`src/rtl/umi_tx_burst_sim.sv`:
```
// Burst-capable UMI TX shim: buffers flits in a FIFO and drives a switchboard TX port
// with dest held per burst, bounded burst length and optional store-and-forward.
module umi_tx_burst_sim #(
  parameter int DW        = 256,
  parameter int DEPTH     = 4,
  parameter int MAX_BURST = 4,
  parameter int STORE_FWD = 0
) (
  input  logic          clk,
  input  logic          rst,
  input  logic [DW-1:0] packet,
  input  logic          valid,
  input  logic          in_last,
  output logic          ready,
  output logic [DW-1:0] sb_data,
  output logic [31:0]   sb_dest,
  output logic          sb_last,
  output logic          sb_valid,
  input  logic          sb_ready,
  output logic          burst_err,
  output logic [31:0]   bursts_sent
);
  localparam int AW = $clog2(DEPTH);
  localparam int CW = $clog2(MAX_BURST + 1);
  localparam int BW = $clog2(DEPTH + 1);

  logic [DW-1:0]    r_mem [DEPTH];
  logic [DEPTH-1:0] r_lmem;
  logic [AW:0]      r_wptr, r_rptr;
  logic [CW-1:0]    r_in_cnt;
  logic [BW-1:0]    r_cb;
  logic             r_out_first;
  logic [31:0]      r_dest_q, r_sent;
  logic             r_err;

  logic          w_empty, w_full, w_push, w_pop, w_last_eff;
  logic [31:0]   w_head_dest;
  logic [AW-1:0] w_ra, w_wa;

  assign w_ra    = r_rptr[AW-1:0];
  assign w_wa    = r_wptr[AW-1:0];
  assign w_empty = (r_wptr == r_rptr);
  assign w_full  = (r_wptr[AW] != r_rptr[AW]) && (w_wa == w_ra);

  // No bypass: a full FIFO refuses input even when the head pops this cycle.
  assign ready      = !rst && !w_full;
  assign w_push     = valid && ready;
  assign w_last_eff = in_last || (r_in_cnt == CW'(MAX_BURST - 1));

  assign sb_valid = !rst && !w_empty && ((STORE_FWD == 0) || (r_cb != '0));
  assign w_pop    = sb_valid && sb_ready;

  assign sb_data     = r_mem[w_ra];
  assign sb_last     = r_lmem[w_ra];
  assign w_head_dest = {16'h0000, sb_data[DW-1 -: 16]};
  assign sb_dest     = r_out_first ? w_head_dest : r_dest_q;

  assign burst_err   = r_err;
  assign bursts_sent = r_sent;

  always_ff @(posedge clk) begin
    if (w_push) begin
      r_mem[w_wa]  <= packet;
      r_lmem[w_wa] <= w_last_eff;
    end
  end

  always_ff @(posedge clk) begin
    if (rst) begin
      r_wptr      <= '0;
      r_rptr      <= '0;
      r_in_cnt    <= '0;
      r_cb        <= '0;
      r_out_first <= 1'b1;
      r_dest_q    <= '0;
      r_sent      <= '0;
      r_err       <= 1'b0;
    end else begin
      if (w_push) begin
        r_wptr   <= r_wptr + (AW+1)'(1);
        r_in_cnt <= w_last_eff ? '0 : r_in_cnt + CW'(1);
        if (w_last_eff && !in_last) r_err <= 1'b1;
      end
      if (w_pop) begin
        r_rptr <= r_rptr + (AW+1)'(1);
        if (r_out_first) r_dest_q <= w_head_dest;
        if (sb_last) begin
          r_out_first <= 1'b1;
          r_sent      <= r_sent + 32'd1;
        end else begin
          r_out_first <= 1'b0;
        end
      end
      // Complete-burst count gates store-and-forward release.
      case ({w_push && w_last_eff, w_pop && sb_last})
        2'b10:   r_cb <= r_cb + BW'(1);
        2'b01:   r_cb <= r_cb - BW'(1);
        default: r_cb <= r_cb;
      endcase
    end
  end
endmodule
```
`config.mk`:
```
export PLATFORM = sky130hd
export DESIGN_NAME = umi_tx_burst_sim
export DESIGN_NICKNAME = d
export VERILOG_FILES = /design/src/rtl/umi_tx_burst_sim.sv
export SDC_FILE = /design/constraint.sdc
export NUM_CORES = 1
export LEC_CHECK = 0
export BUFFER_PORTS_ARGS = -buffer_cell sky130_fd_sc_hd__buf_2
export CORE_UTILIZATION = 57
export CTS_CLUSTER_DIAMETER = 100
export CTS_CLUSTER_SIZE = 30
export DETAILED_ROUTE_END_ITERATION = 12
export GPL_ROUTABILITY_DRIVEN = 0
export HOLD_SLACK_MARGIN = 0.03
export PLACE_DENSITY_LB_ADDON = 0.1
export SLEW_MARGIN = 15
export SYNTH_ARGS = -nofsm -noshare
export SYNTH_HDL_FRONTEND = slang
export SYNTH_SLANG_ARGS = --single-unit
export TNS_END_PERCENT = 20
```
`constraint.sdc`:
```
create_clock -name clk -period 9.25 [get_ports clk]
set_input_delay 0.4625 -clock clk [delete_from_list [all_inputs] [get_ports clk]]
set_output_delay 0.4625 -clock clk [all_outputs]
set_load 0.01 [all_outputs]
```
; Word level (Yosys, flattened, before mapping)
; Memory sizes are Yosys's and may differ from the RTL's. A register that Yosys moved wholly into a read port is not among the register bits.
; Cells that the tools add are included.
[totals]
latchBits = 0
mem_bits_rw = 1024
register_bits = 79
input_bits = 261
word_cells = 46
mem_count = 1
romBits = 0
out_inout_bits = 324
[classes]
shift = 0
n_div = 0
add_sub_neg = 4
mul = 0
n_lt_le_gt_ge = 3
reduce_logical = 14
bitwise_logic = 0
mux = 12
eq_ne = 4
[mem_list]
columns = name, words, word_bits, read_ports, rd_ports_with_merged_regs, wr, line_no
row1 = r_mem, 4, 256, 1, 1, 1, 27  ; logic [DW-1:0] r_mem [DEPTH];
[ops]
columns = op, count
row1 = "32-bit by 1-bit adder with 32-bit output, second input constant", 1
row2 = 32-bit two-way mux, 1
row3 = "3-bit by 1-bit adder with 3-bit output, second input constant", 3
row4 = 1-bit logical AND, 7
row5 = "2-bit by 3-bit less-than comparator with 1-bit output, second input constant", 2
row6 = 1-bit two-way mux, 5
row7 = 4-bit bitwise mux, 1
row8 = 1-bit logical NOT, 4
row9 = 2-bit two-way mux, 2
row10 = 2-bit AND reduction, 2
row11 = "3-bit by 2-bit == test with 1-bit output, second input constant", 1
row12 = 3-bit == test, 1
row13 = 3-bit two-way mux, 1
row14 = 1-bit binary-select mux with 2-bit select, 1
row15 = 1-bit demux with 2-bit select, 1
row16 = 2-bit == test, 1
row17 = "2-bit by 1-bit >= comparator with 1-bit output, second input constant", 1
row18 = 1-bit logical OR, 1
row19 = 1-bit != test, 1

; Depth between registers and ports, before layout
; Gate-level depths: netlist (run 1).
[logic_depth]
depth_word = 7
mapped_depth = 8
mapped_depth_nobuf = 7

; Least setup slack after synthesis (run 1)
; Ideal clock, no wire load.
[synth_timing]
path_kind = flip-flop to flip-flop
start = reg r_rptr[1]
end = reg r_lmem[2], enable pin
period_less_slack_ps = 7883
stages_incl_launch_ff = 6
required_time_ps = 8599
setup_slack_ps = 1367
arrival_ps = 7232
setup_ps = 651
path_buffers = 2
path_cell_list = dfxtp_1 > buf_4 > xnor2_1 > a311oi_1 > clkbuf_1 > and2_1
[synth_via]
elab_chain_len = 5
[synth_rtl]
columns = item, line_no
row1 = from (decl), 29  ; logic [AW:0] r_wptr, r_rptr;
row2 = from (signal assigned), 85  ; r_rptr <= r_rptr + (AW+1)'(1);
row3 = 2-bit == test, 43  ; assign w_full = (r_wptr[AW] != r_rptr[AW]) && (w_wa == w_ra);
row4 = 1-bit logical AND, 43
row5 = 1-bit logical NOT, 46  ; assign ready = !rst && !w_full;
row6 = 1-bit logical AND, 46
row7 = 1-bit logical AND, 47  ; assign w_push = valid && ready;
row8 = "to (signal, indexed assignment)", 64  ; r_lmem[w_wa] <= w_last_eff;
row9 = to (decl), 28  ; logic [DEPTH-1:0] r_lmem;
; Every way passes these cells.
; A chain may end at the register's enable or synchronous reset.

==> impl_metrics.tcl, run 1 <==
set metrics [dict create \
    synth-seq-cells 1105 \
    crit_arrival_ns 3.54 \
    wl_per_cell_um 24.5 \
    hold_end "r_mem[3][69]" \
    tightest_slew_ns 1.09 \
    fin_tns_setup_ns 0 \
    io_pins 585 \
    synth.area.top_cells "edfxtp_1 76%, mux4_2 14%, dfxtp_1 3.8%" \
    layout_setup_ws_ns 5.25 \
    finalCritPeriodShare 0.432 \
    synth_nets 2012 \
    final_util 0.673 \
    clkTransAtPathRegs_ns 0.12 \
    die_y_um 269 \
    required_ns 8.79 \
    grt_max_degree 141 \
    drc 0 \
    drive_above_1_share 0.378 \
    drtAntennaViolNets 0 \
    viasPerCell 5.70 \
    p_leak_nw 15.6 \
    yosysTopAreaCell "edfxtp_1" \
    syn-mean-instance-area_um2 23.2 \
    fmaxAchievable_ghz 0.250 \
    start_kind "flop" \
    grt_overflow 0 \
    area_growth_pct 16.6 \
    grt_pass1_vias 20095 \
    max_cap_viol_count 0 \
    holdCritStartpoint "packet[69]" \
    p_per_area_nw_per_um2 184 \
    numClockSinks 1105 \
    numCtsBuffers 42 \
    hp-class "input port to flop" \
    drtIter0Drc 1419 \
    yosysSeqAreaShare 0.800 \
    synth_top_area_share 0.762 \
    vias 19604 \
    cts_setup_buffers 0 \
    die_w_um 269 \
    synthCells 1743 \
    grt_pass1_wl_um 122000 \
    antenna_found_initial 25 \
    max_slew_margin 0.270 \
    hpwl_um 52400 \
    finalHoldViolCount 0 \
    finalPower_mw 8.70 \
    status "finished, final reports clean" \
    drtPass1Iterations 5 \
    post-route-min-period_ns 4.00 \
    vdd_drop_max_v 0.000209 \
    slew_violations 0 \
    skew_ns 0.0186 \
    hold_depth 1 \
    ff2ff_setup_slack_ns 5.48 \
    reg2reg_to "r_mem[2][107]" \
    drt-total-wl_um 84100 \
    preCtsSetupSlack_ns 5.30 \
    synthFlopType "edfxtp_1" \
    synth_common_cells "1028 x edfxtp_1, 257 x mux4_2, 77 x dfxtp_1" \
    crit_fanout 99 \
    endpoint_kind "output pin" \
    cts_tree "yes" \
    ys.warnings.count 0 \
    htree_levels 2 \
    num_rows 97 \
    clockBufferDepth 3 \
    async_reset_ff_frac 0 \
    root_buffer "clkbuf_16" \
    die-area_um2 72100 \
    synth_edf_count 1028 \
    reg2reg_from "r_rptr[1]" \
    syn_area_um2 40500 \
    path_class "flop to output pin" \
    clock_latency_ns 0.62 \
    nNetsFinal 2734 \
    finalSetupViolations 0 \
    initial_utilization 0.577 \
    place.port_buffers 584 \
    worstRegToRegCells 6 \
    grt_usage 0.230 \
    core-area_um2 70100 \
    rsz0062_at_grt "false" \
    synth.most_common_cell "edfxtp_1" \
    synth_cell_types 47 \
]
## routing by layer
layer	wire [um]	GRT usage
met2	44000	0.390
met1	31800	0.294
met3	5810	0.0580
met5	142	0
met4	2370	0.0739
## repair_timing
action	in CTS	in global routing
hold buffers	155	0
resized for setup	0	0
endpoints found under the hold margin	571	0
## metrics by stage
stage                     cell area (um2)  hold slack [ns]  instances
after CTS                           47200           0.0300       3421
after floorplan                     40500            0.421       1743
after global routing                47200           0.0314       3432
final                               47200           0.0611       3438
after detailed placement            44500            0.436       3206
after global placement              44500            0.435       3206
## report_power, final
part	leakage [nW]	internal (mW)	switching [mW]
clock network	0.552	0.869	1.37
registers	9.96	5.59	0.0493
logic	5.13	0.379	0.437
## state kept, by name, indices dropped and copies added (netlist names), named ones only
| name | count |
|---|---|
| bursts_sent | 32 |
| r_mem | 1024 |
| r_dest_q | 32 |
| r_rptr | 3 |
| r_out_first | 1 |
| burst_err | 1 |
| r_lmem | 4 |
| r_wptr | 3 |
| r_in_cnt | 3 |
## area by class of cell
class                           count  area [um2]
Inverter                           11        41.3
Tap cell                          940        1180
Fill cell                        4657       22900
Clock buffer                       58        1130
Sequential cell                  1105       32400
Clock inverter                      2        16.3
Antenna cell                       17        42.5
Timing Repair Buffer              757        4700
Multi-Input combinational cell    548        7700
## cell usage in the layout, fill, tap and decap left out, types with 19 or more instances in the layout
| cell type | instances |
|---|---|
| edfxtp_1 | 1028 |
| buf_2 | 584 |
| mux4_2 | 257 |
| dlygate4sd3_1 | 155 |
| dfxtp_1 | 75 |
| nand2_1 | 46 |
| clkbuf_16 | 43 |
| nor2_1 | 35 |
| nor2b_1 | 19 |
## critical path, stage by stage, from the launching register on
cell and delay [ns]:
dfxtp_4 1.01, buf_12 0.66, mux4_2 0.69, mux2_2 0.32, buf_2 0.14
## worst max path at each step
stage                     startpoint            end  cells past startpoint
after floorplan            r_rptr[1]      r_lmem[2]                      5
after global placement           rst  r_mem[2][106]                      7
after detailed placement         rst  r_mem[2][104]                      7
after CTS                       flop     sb_dest[1]                      4
after global routing            flop    sb_dest[15]                      4
final                           flop     sb_dest[2]                      4
## logic make-up after synthesis
| kind of cell | synth area share |
|---|---|
| flip-flops | 0.800 |
| multiplexers | 0.149 |
| AND/OR/NAND/NOR | 0.0268 |
| buffers and inverters | 0.00989 |
| AO/OA/AOI/OAI | 0.00578 |
| XOR/XNOR | 0.00609 |
| adder cells (fa/ha/maj) | 0.00247 |
Note: power is estimated with default switching activity, not from simulation.
==> run 2: changes to the inputs <==
- CORE_UTILIZATION: 57 -> 51
- clock period: 9.25 -> 3.27 ns (I/O delays scaled with it)
==> run 2 against run 1 <==
Effect of this change: wire length is 5.4% higher; core utilization decreased by 4.4 points; design area up 3.9%; clock-buffer cell count down 9; register-to-register slack worse by 5.1 ns; non-clock buffer count rose by 154; clock power increased to 2.8 times the previous value; sequential cell count is the same; global-route usage is 1.0 points lower; first-iteration DRC count decreased by 4.7%; final cell count rose by 7.0%; combinational power rose to 3.1 times the previous value; critical path type unchanged; critical endpoint is now sb_data[187]; largest cell class unchanged.
==> impl_metrics.tcl, run 2 (same netlist as run 1, synthesis figures left out) <==
set metrics [dict create \
    max_cap_viol_count 0 \
    largest_register_ffs 1024 \
    pwr-share-clk 0.256 \
    finalCritPeriodShare 0.878 \
    io_pins 585 \
    cts_setup_buffers 0 \
    seqPwrFrac 0.641 \
    final_cell_mix "1028 x edfxtp_1, 584 x buf_2, 258 x dlygate4sd3_1" \
    drc 0 \
    p_leak_nw 16.4 \
    combinationalPowerShare 0.103 \
    endpoint_kind "output pin" \
    grt_pass1_wl_um 133000 \
    grt_usage 0.220 \
    switching_share 0.217 \
    post-route-min-period_ns 2.87 \
    cts_tree "yes" \
    largest-register "r_mem" \
    start_kind "flop" \
    vdd_drop_max_v 0.000635 \
    nFillCells 5390 \
    drive_above_1_share 0.379 \
    status "finished, final reports clean" \
    p_per_area_nw_per_um2 507 \
    drt-total-wl_um 88600 \
    p_switching_mw 5.38 \
    viasPerCell 5.55 \
    root_buffer "clkbuf_16" \
    fmaxAchievable_ghz 0.348 \
    place.port_buffers 584 \
    htree_levels 2 \
    wl_per_cell_um 24.1 \
    grt_pass1_vias 21409 \
    crit_arrival_ns 2.71 \
    initial_utilization 0.519 \
    vias 20390 \
    drtPass1Iterations 4 \
    hpwl_um 59300 \
    path_class "flop to output pin" \
    area_growth_pct 21.1 \
    final_cell_count_no_fill 3677 \
    grt_overflow 0 \
    clockBufferDepth 3 \
    num_rows 102 \
    skew_ns 0.0163 \
    mostFrequentLayoutCell "edfxtp_1" \
    preCtsSetupSlack_ns 0.340 \
    drtAntennaViolNets 0 \
    nNetsFinal 2889 \
    placed_cells 3357 \
    p_int_mw 19.5 \
    clkTransAtPathRegs_ns 0.11 \
    die-area_um2 80500 \
    antenna_found_initial 12 \
    hp-class "input port to flop" \
    hold_buffers 258 \
    whs_ns 0.0772 \
    final_area_um2 49100 \
    slew_violations 0 \
    die_y_um 284 \
    max_slew_margin 0.286 \
    required_ns 3.11 \
    core-area_um2 78000 \
    numCtsBuffers 43 \
    place_area_um2 45300 \
    die_w_um 284 \
    numClockSinks 1105 \
    grt_max_degree 66 \
    finalSetupViolations 0 \
    cts_resized 0 \
    crit_fanout 17 \
    layout_setup_ws_ns 0.399 \
    clock_latency_ns 0.61 \
    tightest_slew_ns 1.07 \
    rsz0062_at_grt "false" \
    finalHoldViolCount 0 \
    drtIter0Drc 1353 \
    finalPower_mw 24.9 \
]
[run 2: through the flow]
step	TNS [ns]	util
global route	0	0.629
floorplan	-145.84	-
global placement	0	0.581
finish	0	0.629
CTS	0	0.629
detailed placement	0	0.581
[run 2: cell type report]
type                       count  area, um2  area share
antenna                        8       20.0    0.000408
clock buffer                  49       1100      0.0224
clock inverter                 5       46.3    0.000944
inverter                      11       41.3    0.000842
multi-input combinational    548       7720       0.157
sequential                  1105      32400       0.661
tap                         1040       1300      0.0265
timing repair buffer         911       6410       0.131
[run 2: path summary, 6_finish.rpt]
path	from	endpoint	slack, ns	depth (start not counted)
setup / recovery	flop	sb_data[187]	0.40	4
hold / removal	valid	r_wptr[1]	0.08	5
setup reg to reg	r_rptr[0]	r_mem[2][211]	0.40	5
hold reg to reg	r_dest_q[22]	r_dest_q[22]	0.47	1
[run 2: routing by layer]
metal,global-route usage,share of wire,up-vias
met5,0,0.00071,-
met4,0.0664,0.030,10
met3,0.0528,0.065,127
met2,0.368,0.51,567
met1,0.288,0.40,10742
li1,-,-,8944
[run 2: power groups by stage]
| stage | logic, mW | clock network [mW] | registers (mW) |
|---|---|---|---|
| 2_1_floorplan | 1.24 | 0 | 16.2 |
| 3_3_place_gp | 2.33 | 0 | 16.2 |
| 3_5_place_dp | 2.35 | 0 | 16.3 |
| 4_1_cts | 2.62 | 6.56 | 15.9 |
| 5_1_grt | 2.74 | 7.00 | 16.0 |
| 6_report | 2.57 | 6.37 | 15.9 |
[run 2: critical path, stage by stage (launching register included)]
cell	delay, ns
dfxtp_4	0.59
buf_4	0.35
buf_4	0.36
mux4_2	0.62
buf_2	0.17
==> run 3: changes to the inputs <==
- CTS_BUF_LIST: not set -> sky130_fd_sc_hd__clkbuf_16
==> run 3 against run 2 <==
Effect of this change: first-iteration DRC count is 0.67% lower; register-to-register slack hardly changed; critical path depth stayed put; combinational power hardly changed; via count is 0.17% lower; clock-buffer cell count is 6 lower; hold slack worse by 0.0038 ns; largest power group unchanged.
==> impl_metrics.tcl, run 3 (same netlist as run 1, synthesis figures left out) <==
set metrics [dict create \
    finalPower_mw 24.8 \
    mostFrequentLayoutCell "edfxtp_1" \
    io_pins 585 \
    vdd_drop_max_v 0.000626 \
    seqPwrFrac 0.641 \
    viasPerCell 5.54 \
    preCtsSetupSlack_ns 0.340 \
    rsz0062_at_grt "false" \
    die-area_um2 80500 \
    post-route-min-period_ns 2.87 \
    initial_utilization 0.519 \
    multiInputGateArea_um2 7720 \
    cts_tree "yes" \
    hpwl_um 59300 \
    drtIter0Drc 1344 \
    final_area_um2 49100 \
    clkTransAtPathRegs_ns 0.11 \
    final_util 0.629 \
    finalCritPeriodShare 0.878 \
    die_y_um 284 \
    tightest_slew_ns 1.07 \
    drt-total-wl_um 88600 \
    crit_fanout 17 \
    p_leak_nw 16.5 \
    cts_resized 0 \
    start_kind "flop" \
    cts_setup_buffers 0 \
    combinationalPowerShare 0.103 \
    reg2reg_to "r_mem[1][4]" \
    p_per_area_nw_per_um2 506 \
    nNetsFinal 2889 \
    final_cell_mix "1028 x edfxtp_1, 584 x buf_2, 258 x dlygate4sd3_1" \
    cp_slowest_stage_delay_ns 0.59 \
    drive_above_1_share 0.379 \
    numClockSinks 1105 \
    grt_usage 0.220 \
    grt_pass1_vias 21409 \
    clock_latency_ns 0.61 \
    drc 0 \
    fmaxAchievable_ghz 0.348 \
    htree_levels 2 \
    pwr-share-clk 0.256 \
    endpoint_kind "output pin" \
    area_growth_pct 21.1 \
    required_ns 3.11 \
    num_rows 102 \
    worst_path_max_delay_cell "dfxtp_4" \
    wl_per_cell_um 24.1 \
    clockBufferDepth 3 \
    die_w_um 284 \
    skew_ns 0.0157 \
    p_switching_mw 5.38 \
    place_area_um2 45300 \
    antenna_found_initial 12 \
    cp-endpoint "sb_data[234]" \
    grt_pass1_wl_um 133000 \
    slew_violations 0 \
    largest-register "r_mem" \
    fin_tns_setup_ns 0 \
    path_class "flop to output pin" \
    largest_register_ffs 1024 \
    finalHoldViolCount 0 \
    layout_setup_ws_ns 0.398 \
    grt_max_degree 66 \
    hp-class "input port to flop" \
    place.port_buffers 584 \
    ff2ff_setup_slack_ns 0.41 \
    max_slew_margin 0.287 \
    worstRegToRegCells 5 \
    max_cap_viol_count 0 \
    reg2reg_from "r_rptr[0]" \
    p_int_mw 19.5 \
    grt_overflow 0 \
    holdCritStartpoint "valid" \
    vias 20355 \
    nFillCells 5390 \
    root_buffer "clkbuf_16" \
    drtAntennaViolNets 0 \
    switching_share 0.217 \
    seq_area_um2 32400 \
    cpMostUsedCell "buf_4" \
    cp_cell_sequence "buf_4 > buf_4 > mux4_2 > buf_2" \
    finalSetupViolations 0 \
    status "finished, final reports clean" \
    core-area_um2 78000 \
    crit_arrival_ns 2.71 \
    numCtsBuffers 43 \
    drtPass1Iterations 5 \
]
[run 3: area by class of cell]
| type | count | share of cell area |
|---|---|---|
| Sequential cell | 1105 | 0.661 |
| Multi-Input combinational cell | 548 | 0.157 |
| Timing Repair Buffer | 911 | 0.131 |
| Tap cell | 1040 | 0.0265 |
| Clock buffer | 43 | 0.0219 |
| Clock inverter | 11 | 0.00140 |
| Inverter | 11 | 0.000842 |
| Antenna cell | 8 | 0.000408 |
[run 3: repair_timing]
action                     in CTS  in global routing
hold endpoints to repair     1032                  0
setup endpoints to repair       0                  0
hold buffers                  258                  0
[run 3: worst min-delay path by stage]
stage               slack (ns)            to  cells past startpoint
floorplan                 0.26   r_mem[0][0]                      0
CTS                       0.04     r_wptr[1]                      5
global route              0.10     r_wptr[1]                      5
global placement          0.37  r_mem[0][26]                      1
detailed placement        0.38  r_mem[1][94]                      1
finish                    0.07     r_wptr[1]                      5
[run 3: power by group through the flow]
stage | clock network [mW] | registers, mW | logic (mW)
floorplan | 0 | 16.2 | 1.24
global placement | 0 | 16.2 | 2.33
detailed placement | 0 | 16.3 | 2.35
CTS | 6.54 | 15.9 | 2.62
global route | 6.99 | 16.0 | 2.74
finish | 6.35 | 15.9 | 2.57
[run 3: critical path: cells and delay by family (launching register included)]
family / cells / cell delay (ns)
multiplexers: 1 / 0.59
buffers and inverters: 3 / 0.90
flip-flops: 1 / 0.59
[run 3: layer usage]
layer / track usage / share of wire / wire, um / vias up
li1: - / - / - / 8944
met3: 0.0528 / 0.067 / 5930 / 124
met2: 0.368 / 0.51 / 44900 / 565
met5: 0 / 0.00071 / 63 / -
met1: 0.288 / 0.40 / 35100 / 10712
met4: 0.0664 / 0.030 / 2630 / 10
[run 3: through the flow]
stage	cells	hold WS, ns
floorplan	1743	0.262
global placement	3357	0.372
detailed placement	3357	0.380
CTS	3669	0.0424
global route	3674	0.104
finish	3677	0.0735
